**src/rtl/instruction_fetch_pkg.sv**
```systemverilog
// Shared constants and state encodings for the RV32I instruction fetch stage.
package instruction_fetch_pkg;

  localparam int unsigned XLEN_DEFAULT     = 32;
  localparam logic [31:0] NOP_INSTR        = 32'h0000_0013;
  localparam logic [31:0] RESET_PC_DEFAULT = 32'h0000_0000;

  typedef enum logic [1:0] {
    S_FETCH = 2'd0,
    S_WAIT  = 2'd1,
    S_DRAIN = 2'd2
  } fetch_state_e;

endpackage

```
**src/rtl/instruction_fetch_if.sv**
```systemverilog
// Instruction memory request (valid/ready) and response (valid-only) channels.
interface instruction_fetch_if #(
  parameter int unsigned XLEN = 32
);
  logic            imem_req_valid;
  logic            imem_req_ready;
  logic [XLEN-1:0] imem_req_addr;
  logic            imem_resp_valid;
  logic [XLEN-1:0] imem_resp_data;

  modport master (
    output imem_req_valid,
    output imem_req_addr,
    input  imem_req_ready,
    input  imem_resp_valid,
    input  imem_resp_data
  );

  modport slave (
    input  imem_req_valid,
    input  imem_req_addr,
    output imem_req_ready,
    output imem_resp_valid,
    output imem_resp_data
  );
endinterface

```
**src/rtl/instruction_fetch_skid_buffer.sv**
```systemverilog
// One-entry {instruction, pc} holding register that absorbs a response while decode stalls.
module fetch_skid_buffer #(
  parameter int unsigned XLEN = 32
) (
  input  logic            clk_i,
  input  logic            rst_i,
  input  logic            load_i,
  input  logic            unload_i,
  input  logic            clear_i,
  input  logic [XLEN-1:0] instr_i,
  input  logic [XLEN-1:0] pc_i,
  output logic            valid_o,
  output logic [XLEN-1:0] instr_o,
  output logic [XLEN-1:0] pc_o
);

  logic            valid_q;
  logic [XLEN-1:0] instr_q;
  logic [XLEN-1:0] pc_q;

  always_ff @(posedge clk_i) begin
    if (rst_i || clear_i) begin
      valid_q <= 1'b0;
    end else if (load_i) begin
      valid_q <= 1'b1;
    end else if (unload_i) begin
      valid_q <= 1'b0;
    end
  end

  always_ff @(posedge clk_i) begin
    if (rst_i) begin
      instr_q <= '0;
      pc_q    <= '0;
    end else if (load_i) begin
      instr_q <= instr_i;
      pc_q    <= pc_i;
    end
  end

  assign valid_o = valid_q;
  assign instr_o = instr_q;
  assign pc_o    = pc_q;

endmodule

```
**src/rtl/instruction_fetch.sv**
```systemverilog
// RV32I fetch stage: owns the PC, keeps one request in flight and produces the IF/ID register.
module instruction_fetch
  import instruction_fetch_pkg::*;
#(
  parameter int unsigned     XLEN     = XLEN_DEFAULT,
  parameter logic [XLEN-1:0] RESET_PC = XLEN'(RESET_PC_DEFAULT)
) (
  input  logic                   clock,
  input  logic                   reset,
  instruction_fetch_if.master    imem,
  input  logic                   stall,
  input  logic                   redirect_valid,
  input  logic [XLEN-1:0]        redirect_target,
  output logic                   IF_valid,
  output logic [XLEN-1:0]        IF_instruction,
  output logic [XLEN-1:0]        IF_pc,
  output logic                   IF_misaligned
);

  fetch_state_e    state_q, state_d;
  logic [XLEN-1:0] pc_q, pc_d;
  logic [XLEN-1:0] inflight_q, inflight_d;
  logic            if_valid_q, if_valid_d;
  logic [XLEN-1:0] if_instr_q, if_instr_d;
  logic [XLEN-1:0] if_pc_q, if_pc_d;
  logic            mis_q, mis_d;

  logic            req_valid;
  logic            req_fire;
  logic            deliver;
  logic            skid_valid;
  logic [XLEN-1:0] skid_instr;
  logic [XLEN-1:0] skid_pc;
  logic            skid_load;
  logic            skid_unload;

  fetch_skid_buffer #(.XLEN(XLEN)) u_skid (
    .clk_i    (clock),
    .rst_i    (reset),
    .load_i   (skid_load),
    .unload_i (skid_unload),
    .clear_i  (redirect_valid),
    .instr_i  (imem.imem_resp_data),
    .pc_i     (inflight_q),
    .valid_o  (skid_valid),
    .instr_o  (skid_instr),
    .pc_o     (skid_pc)
  );

  always_ff @(posedge clock) begin
    if (reset) begin
      state_q <= S_FETCH;
    end else begin
      state_q <= state_d;
    end
  end

  // A response arriving together with a redirect in WAIT is the one being squashed,
  // so there is nothing left to drain.
  always_comb begin
    state_d = state_q;
    unique case (state_q)
      S_FETCH: if (req_fire) state_d = S_WAIT;
      S_WAIT: begin
        if (imem.imem_resp_valid)  state_d = S_FETCH;
        else if (redirect_valid)   state_d = S_DRAIN;
      end
      S_DRAIN: if (imem.imem_resp_valid) state_d = S_FETCH;
      default: state_d = S_FETCH;
    endcase
  end

  always_comb begin
    req_valid = 1'b0;
    if (!reset && state_q == S_FETCH && !skid_valid && !redirect_valid) begin
      req_valid = 1'b1;
    end
  end

  assign imem.imem_req_valid = req_valid;
  assign imem.imem_req_addr  = pc_q;
  assign req_fire            = req_valid && imem.imem_req_ready;
  assign deliver             = (state_q == S_WAIT) && imem.imem_resp_valid && !redirect_valid;

  always_comb begin
    pc_d       = pc_q;
    inflight_d = inflight_q;
    mis_d      = mis_q;
    if (redirect_valid) begin
      pc_d  = {redirect_target[XLEN-1:2], 2'b00};
      mis_d = |redirect_target[1:0];
    end else if (req_fire) begin
      inflight_d = pc_q;
      pc_d       = pc_q + XLEN'(4);
    end
  end

  always_comb begin
    if_valid_d  = if_valid_q;
    if_instr_d  = if_instr_q;
    if_pc_d     = if_pc_q;
    skid_load   = 1'b0;
    skid_unload = 1'b0;
    if (redirect_valid) begin
      if_valid_d = 1'b0;
      if_instr_d = XLEN'(NOP_INSTR);
    end else if (!stall && skid_valid) begin
      if_valid_d  = 1'b1;
      if_instr_d  = skid_instr;
      if_pc_d     = skid_pc;
      skid_unload = 1'b1;
    end else if (deliver && (!if_valid_q || !stall)) begin
      if_valid_d = 1'b1;
      if_instr_d = imem.imem_resp_data;
      if_pc_d    = inflight_q;
    end else if (deliver) begin
      skid_load = 1'b1;
    end else if (!stall) begin
      if_valid_d = 1'b0;
      if_instr_d = XLEN'(NOP_INSTR);
    end
  end

  always_ff @(posedge clock) begin
    if (reset) begin
      pc_q       <= RESET_PC;
      inflight_q <= RESET_PC;
      if_valid_q <= 1'b0;
      if_instr_q <= XLEN'(NOP_INSTR);
      if_pc_q    <= RESET_PC;
      mis_q      <= 1'b0;
    end else begin
      pc_q       <= pc_d;
      inflight_q <= inflight_d;
      if_valid_q <= if_valid_d;
      if_instr_q <= if_instr_d;
      if_pc_q    <= if_pc_d;
      mis_q      <= mis_d;
    end
  end

  assign IF_valid       = if_valid_q;
  assign IF_instruction = if_instr_q;
  assign IF_pc          = if_pc_q;
  assign IF_misaligned  = mis_q;

endmodule

```
**src/flat_wrapper.sv**
```systemverilog
// flat-port wrapper written by rule: the top's interface ports become plain ports
module instruction_fetch_flat import instruction_fetch_pkg::*;
#(
  parameter int unsigned     XLEN     = XLEN_DEFAULT,
  parameter logic [XLEN-1:0] RESET_PC = XLEN'(RESET_PC_DEFAULT)
)
  (clock, reset, stall, redirect_valid, redirect_target, IF_valid, IF_instruction, IF_pc, IF_misaligned, imem_imem_req_valid, imem_imem_req_addr, imem_imem_req_ready, imem_imem_resp_valid, imem_imem_resp_data);
  instruction_fetch_if #(.XLEN(XLEN)) imem_i ();
  input  logic clock;
  input  logic reset;
  input  logic stall;
  input  logic redirect_valid;
  input  logic [XLEN-1:0] redirect_target;
  output logic IF_valid;
  output logic [XLEN-1:0] IF_instruction;
  output logic [XLEN-1:0] IF_pc;
  output logic IF_misaligned;
  output wire logic [$bits(imem_i.imem_req_valid)-1:0] imem_imem_req_valid;
  output wire logic [$bits(imem_i.imem_req_addr)-1:0] imem_imem_req_addr;
  input wire logic [$bits(imem_i.imem_req_ready)-1:0] imem_imem_req_ready;
  input wire logic [$bits(imem_i.imem_resp_valid)-1:0] imem_imem_resp_valid;
  input wire logic [$bits(imem_i.imem_resp_data)-1:0] imem_imem_resp_data;
  assign imem_imem_req_valid = imem_i.imem_req_valid;
  assign imem_imem_req_addr = imem_i.imem_req_addr;
  assign imem_i.imem_req_ready = imem_imem_req_ready;
  assign imem_i.imem_resp_valid = imem_imem_resp_valid;
  assign imem_i.imem_resp_data = imem_imem_resp_data;
  instruction_fetch #(.XLEN(XLEN), .RESET_PC(RESET_PC)) u_core (.clock(clock), .reset(reset), .imem(imem_i), .stall(stall), .redirect_valid(redirect_valid), .redirect_target(redirect_target), .IF_valid(IF_valid), .IF_instruction(IF_instruction), .IF_pc(IF_pc), .IF_misaligned(IF_misaligned));
endmodule
```
**config.mk**
```make
export PLATFORM = sky130hd
export DESIGN_NAME = instruction_fetch_flat
export DESIGN_NICKNAME = d
export VERILOG_FILES = /design/src/rtl/instruction_fetch_pkg.sv /design/src/rtl/instruction_fetch_if.sv /design/src/rtl/instruction_fetch_skid_buffer.sv /design/src/rtl/instruction_fetch.sv /design/src/flat_wrapper.sv
export SDC_FILE = /design/constraint.sdc
export NUM_CORES = 1
export LEC_CHECK = 0
export ABC_CLOCK_PERIOD_IN_PS = 4400
export BUFFER_PORTS_ARGS = -buffer_cell sky130_fd_sc_hd__buf_4
export CAP_MARGIN = 10
export CORE_MARGIN = 1
export CORE_UTILIZATION = 60
export CTS_BUF_LIST = sky130_fd_sc_hd__clkbuf_2
export DETAILED_ROUTE_END_ITERATION = 8
export HOLD_SLACK_MARGIN = 0.03
export PLACE_DENSITY = 0.87
export RECOVER_POWER = 50
export SLEW_MARGIN = 0
export SYNTH_ARGS = -nofsm -noshare
export SYNTH_HDL_FRONTEND = slang
export SYNTH_SLANG_ARGS = --single-unit
```
**constraint.sdc**
```tcl
create_clock -name clock -period 4.4 [get_ports clock]
set_input_delay 0.66 -clock clock [delete_from_list [all_inputs] [get_ports clock]]
set_output_delay 0.66 -clock clock [all_outputs]
set_load 0.005 [all_outputs]
```
# Yosys cells after proc, flatten, opt, wreduce, memory -nomap -nowiden
# Index checks and enable logic that the tools add are counted.
classes:
  reduce_logical: 25
  n_bitwise: 1
  add_sub_neg: 1
  n_eq_ne: 7
  mux: 26
ops:
  columns: ["cell", "count"]
  rows:
  - ["$mux W32", 8]
  - ["$add A32 B3 Y32 const B", 1]
  - ["$mux W1", 13]
  - ["$logic_and A1 B1 Y1", 8]
  - ["$mux W2", 4]
  - ["$ne A3 B3 Y1 const B", 2]
  - ["$pmux W2 S3", 1]
  - ["$reduce_and A2 Y1", 3]
  - ["$reduce_bool A2 Y1", 3]
  - ["$logic_not A1 Y1", 5]
  - ["$reduce_or A2 Y1", 2]
  - ["$ne A3 B1 Y1 const B", 1]
  - ["$reduce_and A3 Y1", 1]
  - ["$eq A2 B1 Y1 const B", 1]
  - ["$eq A2 B2 Y1 const B", 1]
  - ["$logic_not A2 Y1", 1]
  - ["$logic_or A1 B1 Y1", 2]
  - ["$ne A2 B1 Y1 const B", 1]
  - ["$ne A2 B2 Y1 const B", 1]
  - ["$not A1 Y1", 1]
word_totals:
  wordCells: 71
  inputBits: 70
  regBits: 197

# Longest topological paths before layout
# Gate-level depths: netlist (run 1).
logic_depth:
  ltp_word: 8
  mapped_depth: 8
  ltp_nobuf: 6

# Modules after synthesis
# Synthesis (run 1) repeated with hierarchy kept, for this count alone.
unflattened:
  cells_unflattened: 916
  area_unflattened_um2: 8017.7
modules_own_cells:
  columns: ["module", "area_per_inst_um2", "cells_per_inst", "instances"]
  rows:
  - ["instruction_fetch", 5696.7, 706, 1]
  - ["fetch_skid_buffer", 2321.0, 210, 1]

# Worst setup path before layout (run 1)
# Ideal clock, no wire load.
synth_timing:
  path_kind: "input -> register"
  from: "input port imem_imem_req_ready"
  to: "register u_core.pc_q[19], in the netlist u_core.imem.imem_req_addr[19]"
  setup_ns: 0.091
  required_ns: 4.309
  setup_slack_ns: 2.001
  cell_stages: 5
  path_buffers: 1
  arrival_time_ns: 2.308
  path_cell_list: "or4b_1 > or4_4 > buf_6 > or3_1 > a311oi_1"
synth_between:
  elab_chain_len: 2
synth_rtl:
  columns: ["element", "line", "rtl"]
  rows:
  - ["from (decl)", "flat_wrapper.sv:20", "input wire logic [$bits(imem_i.imem_req_ready)-1:0] imem_imem_req_ready;"]
  - ["$logic_and A1 B1 Y1", "instruction_fetch.sv:82", "assign req_fire = req_valid && imem.imem_req_ready;"]
  - ["$reduce_bool A2 Y1 (no line)", null, null]
  - ["to (signal assigned)", "instruction_fetch.sv:133", "pc_q <= pc_d;"]
  - ["to (decl)", "instruction_fetch.sv:21", "logic [XLEN-1:0] pc_q, pc_d;"]
# Every way passes these cells.
# A chain may end at the register's enable or synchronous reset.

# Worst setup path in the final report (run 1)
layout_timing:
  from: "input port reset"
  to: "register u_core.pc_q[8], in the netlist u_core.imem.imem_req_addr[8]"
layout_between:
  elab_chain_len: 7
layout_rtl:
  columns: ["element", "line", "rtl"]
  rows:
  - ["from (decl)", "flat_wrapper.sv:10", "input logic reset;"]
  - ["$logic_not A1 Y1", "instruction_fetch.sv:75", "if (!reset && state_q == S_FETCH && !skid_valid && !redirect_valid) begin"]
  - ["$logic_and A1 B1 Y1 (3 in series)", "instruction_fetch.sv:75", null]
  - ["$mux W1", "instruction_fetch.sv:75", null]
  - ["$logic_and A1 B1 Y1", "instruction_fetch.sv:82", null]
  - ["$reduce_bool A2 Y1 (no line)", null, null]
# Several ways; a longest one is shown, not always the timed one.

==> reports/metrics.cfg, run 1 <==
[finish]
antenna_cells = 0
nNetsFinal = 1152
fin_cells = 1260
fillerInstances = 988
area_delta_synth_final_pct = 17.97
seqCellArea_um2 = 3784
multi_input_area_um2 = 3521
drive_gt1_share_pct = 18.77

[floorplanning]
num_rows = 40
die-area_um2 = 13170
core_area_um2 = 12210
die_w_um = 114.8
ioPinCount = 169
initial_core_util_pct = 62.49
die_y_um = 114.8

[status]
violations = capacitance limit, slew limit
status = finished, violations left

[yosys]
async_reset_ff_share_pct = 0
syn_area_per_cell_um2 = 7.916
yosys-top-cells-count = nand2_1 (265), dfxtp_1 (189), a21oi_1 (110)
synthDistinctLibCells = 49
ys_ff_latch = 189
synthFlopType = dfxtp_1
syn_area_um2 = 7631
synth.most_common_cell = nand2_1
yosys.area.top_type = dfxtp_1
yosys.area.top_type_share_pct = 49.58
ys_seq_area_share_pct = 49.58
yosys-top-cells-area = dfxtp_1 (50%), nand2_1 (13%), a21oi_1 (7.2%), nor2_1 (4.5%), a311oi_1 (3.8%)
synth_cells = 964
synth_warnings = 0
synth_edf_count = 0

[cts]
insertion_delay_ns = 0.75
cts_buffers = 17
cts.clk_slew.worst_paths_ns = 0.24
cts_tree = done
clock_sinks = 189
cts_setup_buffers = 0
htreeDepth = 4
clockBufferDepth = 2
root_buffer = clkbuf_2

[pwr]
combPwrFrac_pct = 10.1
sw_frac_of_total_pct = 26.69
p_clk_share_pct = 24.6
p_int_mw = 2.030
power.share.sequential_pct = 65.3
p_leak_nw = 3.181
power_density_nw_per_um2 = 307.5
peakVddDrop_mv = 0.2087
switchingPower_mw = 0.7391

[grt]
grt_pass1_vias = 6400
grt_use_total_pct = 30.22
grt_max_degree = 86
grt_pass1_wl_um = 31500
overflow = 0
antenna_found_initial = 0

[drt]
wl_per_cell_um = 15.40
wl_um = 19400
drtIter0Drc = 854
num_vias = 7303
ant_nets = 0
dr.pass1.iters = 5
drc_errors = 0
via_per_inst = 5.796

[setup_path]
path_max_fanout = 85
crit_path_start_kind = primary input
critical_path_class = in -> reg
endpoint_kind = flip-flop
crit_arrival_ns = 3.95
worst_ep_required_time_ns = 5.03
reg2reg_depth = 6

[sta]
finalSetupViolations = 0
rsz0062_at_grt = no
slew_headroom_pct = -11.30
setup_tns_ns = 0
final_hold_viol_count = 0
fin_skew_ns = 0.02961
worst_pin_slew_ns = 1.670
report.final.slew_viol_count = 40
max_freq_ghz = 0.3015
finalCritPeriodShare_pct = 75.38
fin_crit_ns = 3.317

[worst_hold_path]
worstHoldPathType = in -> reg
whs_path_depth = 3

[place]
io_buffers = 164
numPlacedInstances = 1228
hpwl_um = 12900
gp_congestion = 0.8446

[run]
drv_cap = 1

per-layer routing:
metal / vias to the layer above / GRT usage, % / wire length [um]
li1: 3553 / - / -
met1: 3379 / 42.58 / 8464
met2: 332 / 46.42 / 8946
met3: 39 / 5.746 / 1574
met4: 0 / 11.08 / 416
met5: - / 0 / 0
critical path, cell delays in order:
cell and delay, ns:
buf_4 0.67, or2_1 0.19, buf_4 0.38, nand2b_1 0.16
clkbuf_1 1.20, o21ai_0 0.27, a222oi_1 0.29, nor2_1 0.07
power groups by stage:
stage	Sequential [mW]	Clock, mW	Combinational [mW]
2_1_floorplan	1.83	0	0.144
3_3_place_gp	1.84	0	0.276
3_5_place_dp	1.84	0	0.281
4_1_cts	1.81	0.694	0.283
5_1_grt	1.82	0.764	0.306
6_report	1.81	0.681	0.278
stage by stage:
| step | hold slack [ns] | util [%] | total power, mW | setup slack [ns] | area (um2) |
|---|---|---|---|---|---|
| floorplan | 0.4364 | - | 1.971 | 2.001 | 7642 |
| global placement | 0.4410 | 72.72 | 2.116 | 1.366 | 8880 |
| detailed placement | 0.4464 | 72.72 | 2.122 | 1.345 | 8880 |
| finish | 0.1214 | 73.72 | 2.769 | 1.083 | 9002 |
| global route | 0.05419 | 73.72 | 2.887 | 0.9779 | 9002 |
| CTS | 0.04490 | 74.05 | 2.784 | 1.583 | 9042 |
flip-flops by register name (all words and copies together) (netlist names):
name / flops
u_core.IF_pc: 30
u_core.u_skid.valid_o: 1
u_core.u_skid.pc_o: 30
u_core.IF_instruction: 32
u_core.u_skid.instr_o: 32
u_core.IF_valid: 1
u_core.inflight_q: 30
u_core.IF_misaligned: 1
u_core.state_q: 2
u_core.imem.imem_req_addr: 30
path summary, 6_finish.rpt:
kind | startpoint | end | slack, ns
setup / recovery | reset | u_core.imem.imem_req_addr[8] | 1.08
hold / removal | redirect_target[2] | u_core.imem.imem_req_addr[2] | 0.12
setup reg to reg | u_core.u_skid.valid_o | u_core.imem.imem_req_addr[12] | 1.43
hold reg to reg | u_core.u_skid.pc_o[26] | u_core.IF_pc[26] | 0.47
timing repair:
action / CTS / global route
resized for setup: 0 / 0
hold buffers: 1 / 0
hold endpoints to repair: 1 / 0
cell usage in the layout, fill, tap and decap left out, types with 7 or more instances in the layout:
cell and count:
nand3_1 12, dfxtp_1 189, clkbuf_4 67, nor4_1 7, buf_4 100, o22ai_1 7
a311oi_1 33, xnor2_1 12, o21ai_0 10, a21oi_1 110, clkbuf_2 20, clkbuf_1 10
nand4_1 10, a211oi_1 10, nand2_1 265, a221oi_1 31, nor2_1 90, nor3_1 35
cell type report:
type	count	area share (%)
sequential	189	42.03
multi-input combinational	689	39.11
timing repair buffer	179	14.62
tap	168	2.335
clock buffer	20	1.112
clock inverter	10	0.5837
inverter	5	0.2085
cell families after synthesis:
group                    after synthesis  share of synthesized area [%]
AND/OR/NAND/NOR                      451                          25.02
AO/OA/AOI/OAI                        210                          17.72
flip-flops                           189                          49.58
buffers and inverters                 89                          4.705
XOR/XNOR                              18                          2.066
multiplexers                           5                         0.6886
adder cells (fa/ha/maj)                1                         0.1639
other                                  1                        0.04914
(Power assumes the default switching activity.)
==> run 2: changes to the inputs <==
ABC_AREA = 1   (was unset)
ABC_CLOCK_PERIOD_IN_PS = 3380   (was 4400)
CORE_UTILIZATION = 57   (was 60)
PLACE_DENSITY = 0.83   (was 0.87)
clock period = 3.38 ns   (was 4.4 ns; I/O delays follow)
==> run 2 against run 1 <==
  * The run now ends clean
  * Sequential share of layout area fell by 4.1 points
  * Sequential power grew 29%
  * Non-clock buffer count up 49
  * Count of clock-buffer cells in the layout fell by 3
  * Worst hold slack got worse by 0.026 ns
  * Synthesized cell count is 17% higher
  * Clock power up 43%
  * Global-route usage shrank 0.42 points
  * Design area grew 11%
  * Combinational power grew 41%
  * Largest cell class unchanged
==> reports/metrics.cfg, run 2 <==
[cts]
clock_sinks = 189  ; unchanged
cts_buffers = 17  ; unchanged
root_buffer = clkbuf_2
cts_tree = done
cts.clk_slew.worst_paths_ns = 0.28  ; +0.04 ns
insertion_delay_ns = 0.79  ; +0.04 ns
cts_setup_buffers = 0  ; unchanged
htreeDepth = 4  ; unchanged
clockBufferDepth = 2  ; unchanged

[pwr]
p_leak_nw = 4.310  ; +35%
power_density_nw_per_um2 = 371.5  ; +21%
peakVddDrop_mv = 0.1778  ; -15%

[drt]
ant_nets = 0  ; unchanged
num_vias = 8145  ; +12%
dr.pass1.iters = 6  ; +1
drc_errors = 0  ; unchanged
drtIter0Drc = 870  ; +1.9%
via_per_inst = 5.434  ; -6.3%
wl_per_cell_um = 14.68  ; -4.6%
wl_um = 22010  ; +13%

[sta]
fin_crit_ns = 2.570
setup_tns_ns = 0  ; unchanged
fin_skew_ns = 0.03398  ; +0.004374 ns
max_freq_ghz = 0.3890
finalSetupViolations = 0  ; unchanged
worst_pin_slew_ns = 1.279  ; -0.3905 ns
fin_ws_ns = 0.8096  ; -0.2737 ns
report.final.slew_viol_count = 0  ; -100%
finalCritPeriodShare_pct = 76.05
slew_headroom_pct = 14.63  ; +26 points
rsz0062_at_grt = no
final_hold_viol_count = 0  ; unchanged

[floorplanning]
initial_core_util_pct = 58.80  ; -3.7 points
die_w_um = 121.9  ; +6.2%
die_y_um = 121.9  ; +6.2%
die-area_um2 = 14860  ; +13%
num_rows = 43  ; +7.5%
core_area_um2 = 13930  ; +14%
ioPinCount = 169  ; unchanged

[worst_hold_path]
worstHoldPathType = in -> reg

[yosys]
syn_area_um2 = 8194  ; +7.4%
synth_cells = 1128  ; +17%
async_reset_ff_share_pct = 0  ; unchanged
ys_ff_latch = 189  ; unchanged
yosys.area.top_type = dfxtp_1
ys_seq_area_share_pct = 46.17  ; -3.4 points
yosys-top-cells-count = nand2_1 (211), nor2_1 (191), dfxtp_1 (189)
syn_area_per_cell_um2 = 7.264  ; -8.2%
synthFlopType = dfxtp_1
synthDistinctLibCells = 38  ; -22%
synth.most_common_cell = nand2_1
synth_edf_count = 0  ; unchanged
yosys-top-cells-area = dfxtp_1 (46%), nand2_1 (9.7%), o21ai_0 (8.8%), nor2_1 (8.7%), a21oi_1 (4.3%)
synth_warnings = 0  ; unchanged
yosys.area.top_type_share_pct = 46.17  ; -3.4 points

[run]
drv_cap = 0  ; -1

[setup_path]
path_max_fanout = 41  ; -52%
crit_arrival_ns = 3.33  ; -0.62 ns
critical_path_class = reg -> reg
worst_ep_required_time_ns = 4.14  ; -0.89 ns
crit_path_start_kind = flip-flop
endpoint_kind = flip-flop

[status]
status = finished, final reports clean

[place]
io_buffers = 164  ; unchanged
gp_congestion = 0.8677  ; +2.7%
pre_cts_ws_ns = 0.9805  ; -0.3647 ns
hpwl_um = 14170  ; +9.9%

[finish]
fillerInstances = 1143  ; +16%
drive_gt1_share_pct = 16.30  ; -2.5 points
area_delta_synth_final_pct = 21.82
final_common_cell = nand2_1
antenna_cells = 0  ; unchanged
nNetsFinal = 1377  ; +20%
final_cell_mix = nand2_1 (211), nor2_1 (195), dfxtp_1 (189)

[grt]
grt_pass1_wl_um = 35090  ; +11%
antenna_found_initial = 0  ; unchanged
grt_max_degree = 55  ; -36%
grt_pass1_vias = 7201  ; +13%
overflow = 0  ; unchanged
grt_use_total_pct = 29.80  ; -0.42 points

[run 2: changes by cell type after synthesis, sizes merged, moves of 39 or more]
cell / change
nor2: +109
nand2: -50
a21oi: -39
inv: +84
o21ai: +156
clkbuf: -46
a31oi: +39
[run 2: worst max-delay path, cell delays in order (launching register included)]
cell	delay, ns
dfxtp_1	0.38
inv_1	0.16
nor2_4	0.13
inv_1	0.93
nand3_4	0.42
o21ai_0	0.32
a21oi_1	0.08
nor2_1	0.11
[run 2: through the flow]
stage	hold WS [ns]	utilization [%]	instance area (um2)	total power, mW	instances
2_1_floorplan	0.4557	-	8205	2.557	1131
3_3_place_gp	0.4617	67.00	9336	2.714	1414
3_5_place_dp	0.4648	67.00	9336	2.719	1414
4_1_cts	0.04826	72.13	10050	3.706	1499
5_1_grt	0.06093	71.64	9982	3.858	1499
6_report	0.09566	71.64	9982	3.709	1499
[run 2: metal layers]
metal | share of wire, % | up-vias | track usage, %
li1 | - | 4048 | -
met4 | 1.7 | 0 | 9.954
met3 | 7.3 | 37 | 4.260
met1 | 45 | 3701 | 41.17
met5 | 0 | - | 0
met2 | 46 | 359 | 47.63
[run 2: path summary, 6_finish.rpt]
path                               start                         to  slack [ns]  cells past startpoint
hold / removal                     stall            u_core.IF_pc[5]         0.1                      4
hold reg to reg   u_core.u_skid.pc_o[17]           u_core.IF_pc[17]        0.47                      2
setup reg to reg   u_core.u_skid.valid_o  u_core.IF_instruction[22]        0.81                      7
setup / recovery   u_core.u_skid.valid_o  u_core.IF_instruction[22]        0.81                      7
[run 2: final cells by class]
class | instances | area, um2 | area share, %
sequential | 189 | 3784 | 37.90
multi-input combinational | 780 | 3618 | 36.25
timing repair buffer | 228 | 1823 | 18.26
inverter | 90 | 347.8 | 3.485
tap | 180 | 225.2 | 2.256
clock inverter | 15 | 98.84 | 0.9902
clock buffer | 17 | 85.08 | 0.8523
[run 2: power by group]
group / leakage (nW) / internal, mW / switching [mW]
logic: 2.67 / 0.189 / 0.203
clock network: 0.105 / 0.187 / 0.789
registers: 1.53 / 2.29 / 0.0567
[run 2: kinds of logic (layout without fill, tap and decap cells)]
kind of cell,count (synthesis),count (layout),share of synthesized area [%]
xor+xnor,9,9,0.9620
fa+ha+maj,1,1,0.1527
compound gates,291,291,18.96
flops,189,189,46.18
other cells,1,4,0.04576
buf+inv,162,350,9.375
simple gates,475,475,24.32
[run 2: repair_timing]
item                      in CTS  in global routing
hold buffers                  53                  0
resized for setup              0                  0
hold endpoints to repair      62                  0
==> run 3: changes to the inputs <==
ABC_AREA = 0   (was 1)
ABC_CLOCK_PERIOD_IN_PS = 2350   (was 3380)
CORE_UTILIZATION = 51   (was 57)
PLACE_DENSITY = 0.79   (was 0.83)
clock period = 2.35 ns   (was 3.38 ns; I/O delays follow)
==> run 3 against run 2 <==
  * Die area is 4.0% higher
  * Clock skew down 0.010 ns
  * Clock power grew 75%
  * Power rose by 55%
  * Core utilization shrank 3.3 points
==> reports/metrics.cfg, run 3 (synthesized netlist as in run 1, its figures left out) <==
[place]
gp_congestion = 0.8877  ; +2.3%
io_buffers = 164  ; unchanged
hpwl_um = 13070  ; -7.8%

[finish]
fillerInstances = 1169  ; +2.3%
seqCellArea_um2 = 3784  ; unchanged
drive_gt1_share_pct = 18.63  ; +2.3 points
final_cell_mix = nand2_1 (265), dfxtp_1 (189), a21oi_1 (110)
final_common_cell = nand2_1
multi_input_area_um2 = 3527  ; -2.5%
nNetsFinal = 1244  ; -9.7%
area_delta_synth_final_pct = 30.71

[drt]
ant_nets = 0  ; unchanged
via_per_inst = 5.705  ; +5.0%
dr.pass1.iters = 6  ; unchanged
wl_per_cell_um = 16.06  ; +9.4%
wl_um = 22020  ; about the same
num_vias = 7822  ; -4.0%
drtIter0Drc = 731  ; -16%
drc_errors = 0  ; unchanged

[sta]
max_freq_ghz = 0.4400  ; +13%
rsz0062_at_grt = no
report.final.slew_viol_count = 0  ; unchanged
fin_skew_ns = 0.02352  ; -0.01046 ns
slew_headroom_pct = 37.58  ; +23 points
worst_pin_slew_ns = 0.9362  ; -0.3428 ns
setup_tns_ns = 0  ; unchanged
finalCritPeriodShare_pct = 96.72  ; +21 points
final_hold_viol_count = 0  ; unchanged
fin_crit_ns = 2.273  ; -0.2975 ns
finalSetupViolations = 0  ; unchanged

[cts]
clockBufferDepth = 2  ; unchanged
clock_sinks = 189  ; unchanged
cts.clk_slew.worst_paths_ns = 0.25  ; -0.03 ns
cts_buffers = 17  ; unchanged
cts_tree = done
htreeDepth = 4  ; unchanged
cts_setup_buffers = 0  ; unchanged
insertion_delay_ns = 0.76  ; -0.03 ns
root_buffer = clkbuf_2

[floorplanning]
die-area_um2 = 15460  ; +4.0%
num_rows = 44  ; +2.3%
ioPinCount = 169  ; unchanged
initial_core_util_pct = 52.31  ; -6.5 points
core_area_um2 = 14590  ; +4.7%
die_y_um = 124.3  ; +2.0%
die_w_um = 124.3  ; +2.0%

[grt]
grt_use_total_pct = 28.46  ; -1.3 points
grt_pass1_wl_um = 36090  ; +2.9%
grt_pass1_vias = 7249  ; +0.67%
overflow = 0  ; unchanged
antenna_found_initial = 1  ; +1
grt_max_degree = 82  ; +49%

[pwr]
power_mw = 5.751  ; +55%
peakVddDrop_mv = 0.3334  ; +87%
power_density_nw_per_um2 = 576.6  ; +55%
p_leak_nw = 3.579  ; -17%

[setup_path]
crit_path_start_kind = flip-flop
crit_arrival_ns = 2.96  ; -0.37 ns
worst_ep_required_time_ns = 3.04  ; -1.10 ns
critical_path_class = reg -> reg
endpoint_kind = flip-flop
crit_path_cell_trace = or4b_1 > or4_4 > or3_1 > a311oi_1
cp_slowest_cell = or4_4
cpPeakStageDelay_ns = 0.66  ; -0.27 ns
path_max_fanout = 11  ; -73%

[run]
drv_cap = 0  ; unchanged

[status]
status = finished, final reports clean

[worst_hold_path]
worstHoldPathType = in -> reg

==> run 3: metal layers <==
layer	share of wire, %	track usage [%]
met1	43	38.40
met2	46	44.17
met3	7.6	5.885
met4	3.0	11.98
met5	0	0
==> run 3: area by class of cell <==
| cell class | count | area share, % |
|---|---|---|
| clock buffers | 19 | 0.9533 |
| multi-input cells | 689 | 35.36 |
| repair buffers | 271 | 21.58 |
| diodes | 1 | 0.02509 |
| flip-flops and latches | 189 | 37.93 |
| clock inverters | 13 | 1.656 |
| inverters | 5 | 0.1882 |
| well taps | 184 | 2.308 |
==> run 3: path summary, 6_finish.rpt <==
kind	startpoint	endpoint	slack [ns]	cells past startpoint
max	u_core.state_q[1]	u_core.imem.imem_req_addr[19]	0.08	4
min	imem_imem_req_ready	u_core.state_q[0]	0.25	5
max reg2reg	u_core.state_q[1]	u_core.imem.imem_req_addr[19]	0.08	4
min reg2reg	u_core.u_skid.pc_o[30]	u_core.u_skid.pc_o[30]	0.47	2
==> run 3: critical path, delay by kind of cell, from the launching register on <==
| kind | cells | cell delay [ns] |
|---|---|---|
| compound gates | 1 | 0.28 |
| flops | 1 | 0.37 |
| simple gates | 3 | 1.57 |
==> run 3: timing repair <==
| item | in CTS | in global routing |
|---|---|---|
| resized for setup | 0 | 1 |
| endpoints found under the setup margin | 0 | 1 |
| hold buffers | 70 | 0 |
| hold endpoints to repair | 99 | 0 |
==> run 3: report_power, final <==
| part | total [mW] | switching (mW) | internal, mW | leakage [nW] |
|---|---|---|---|---|
| clock | 1.71 | 1.11 | 0.607 | 0.149 |
| combinational | 0.666 | 0.329 | 0.337 | 1.90 |
| sequential | 3.37 | 0.0779 | 3.29 | 1.53 |
| total | 5.75 | 1.51 | 4.24 | 3.58 |
==> run 3: metrics by stage <==
step	instance area, um2	hold slack (ns)	instances	utilization (%)	worst slack (ns)
detailed placement	9130	0.4466	1268	62.58	0.09057
CTS	10090	0.1361	1370	69.17	0.1062
global route	9975	0.2657	1371	68.37	0.03139
finish	9975	0.2527	1371	68.37	0.07709
floorplan	7642	0.4318	967	-	0.1889
global placement	9130	0.4415	1268	62.58	0.1077
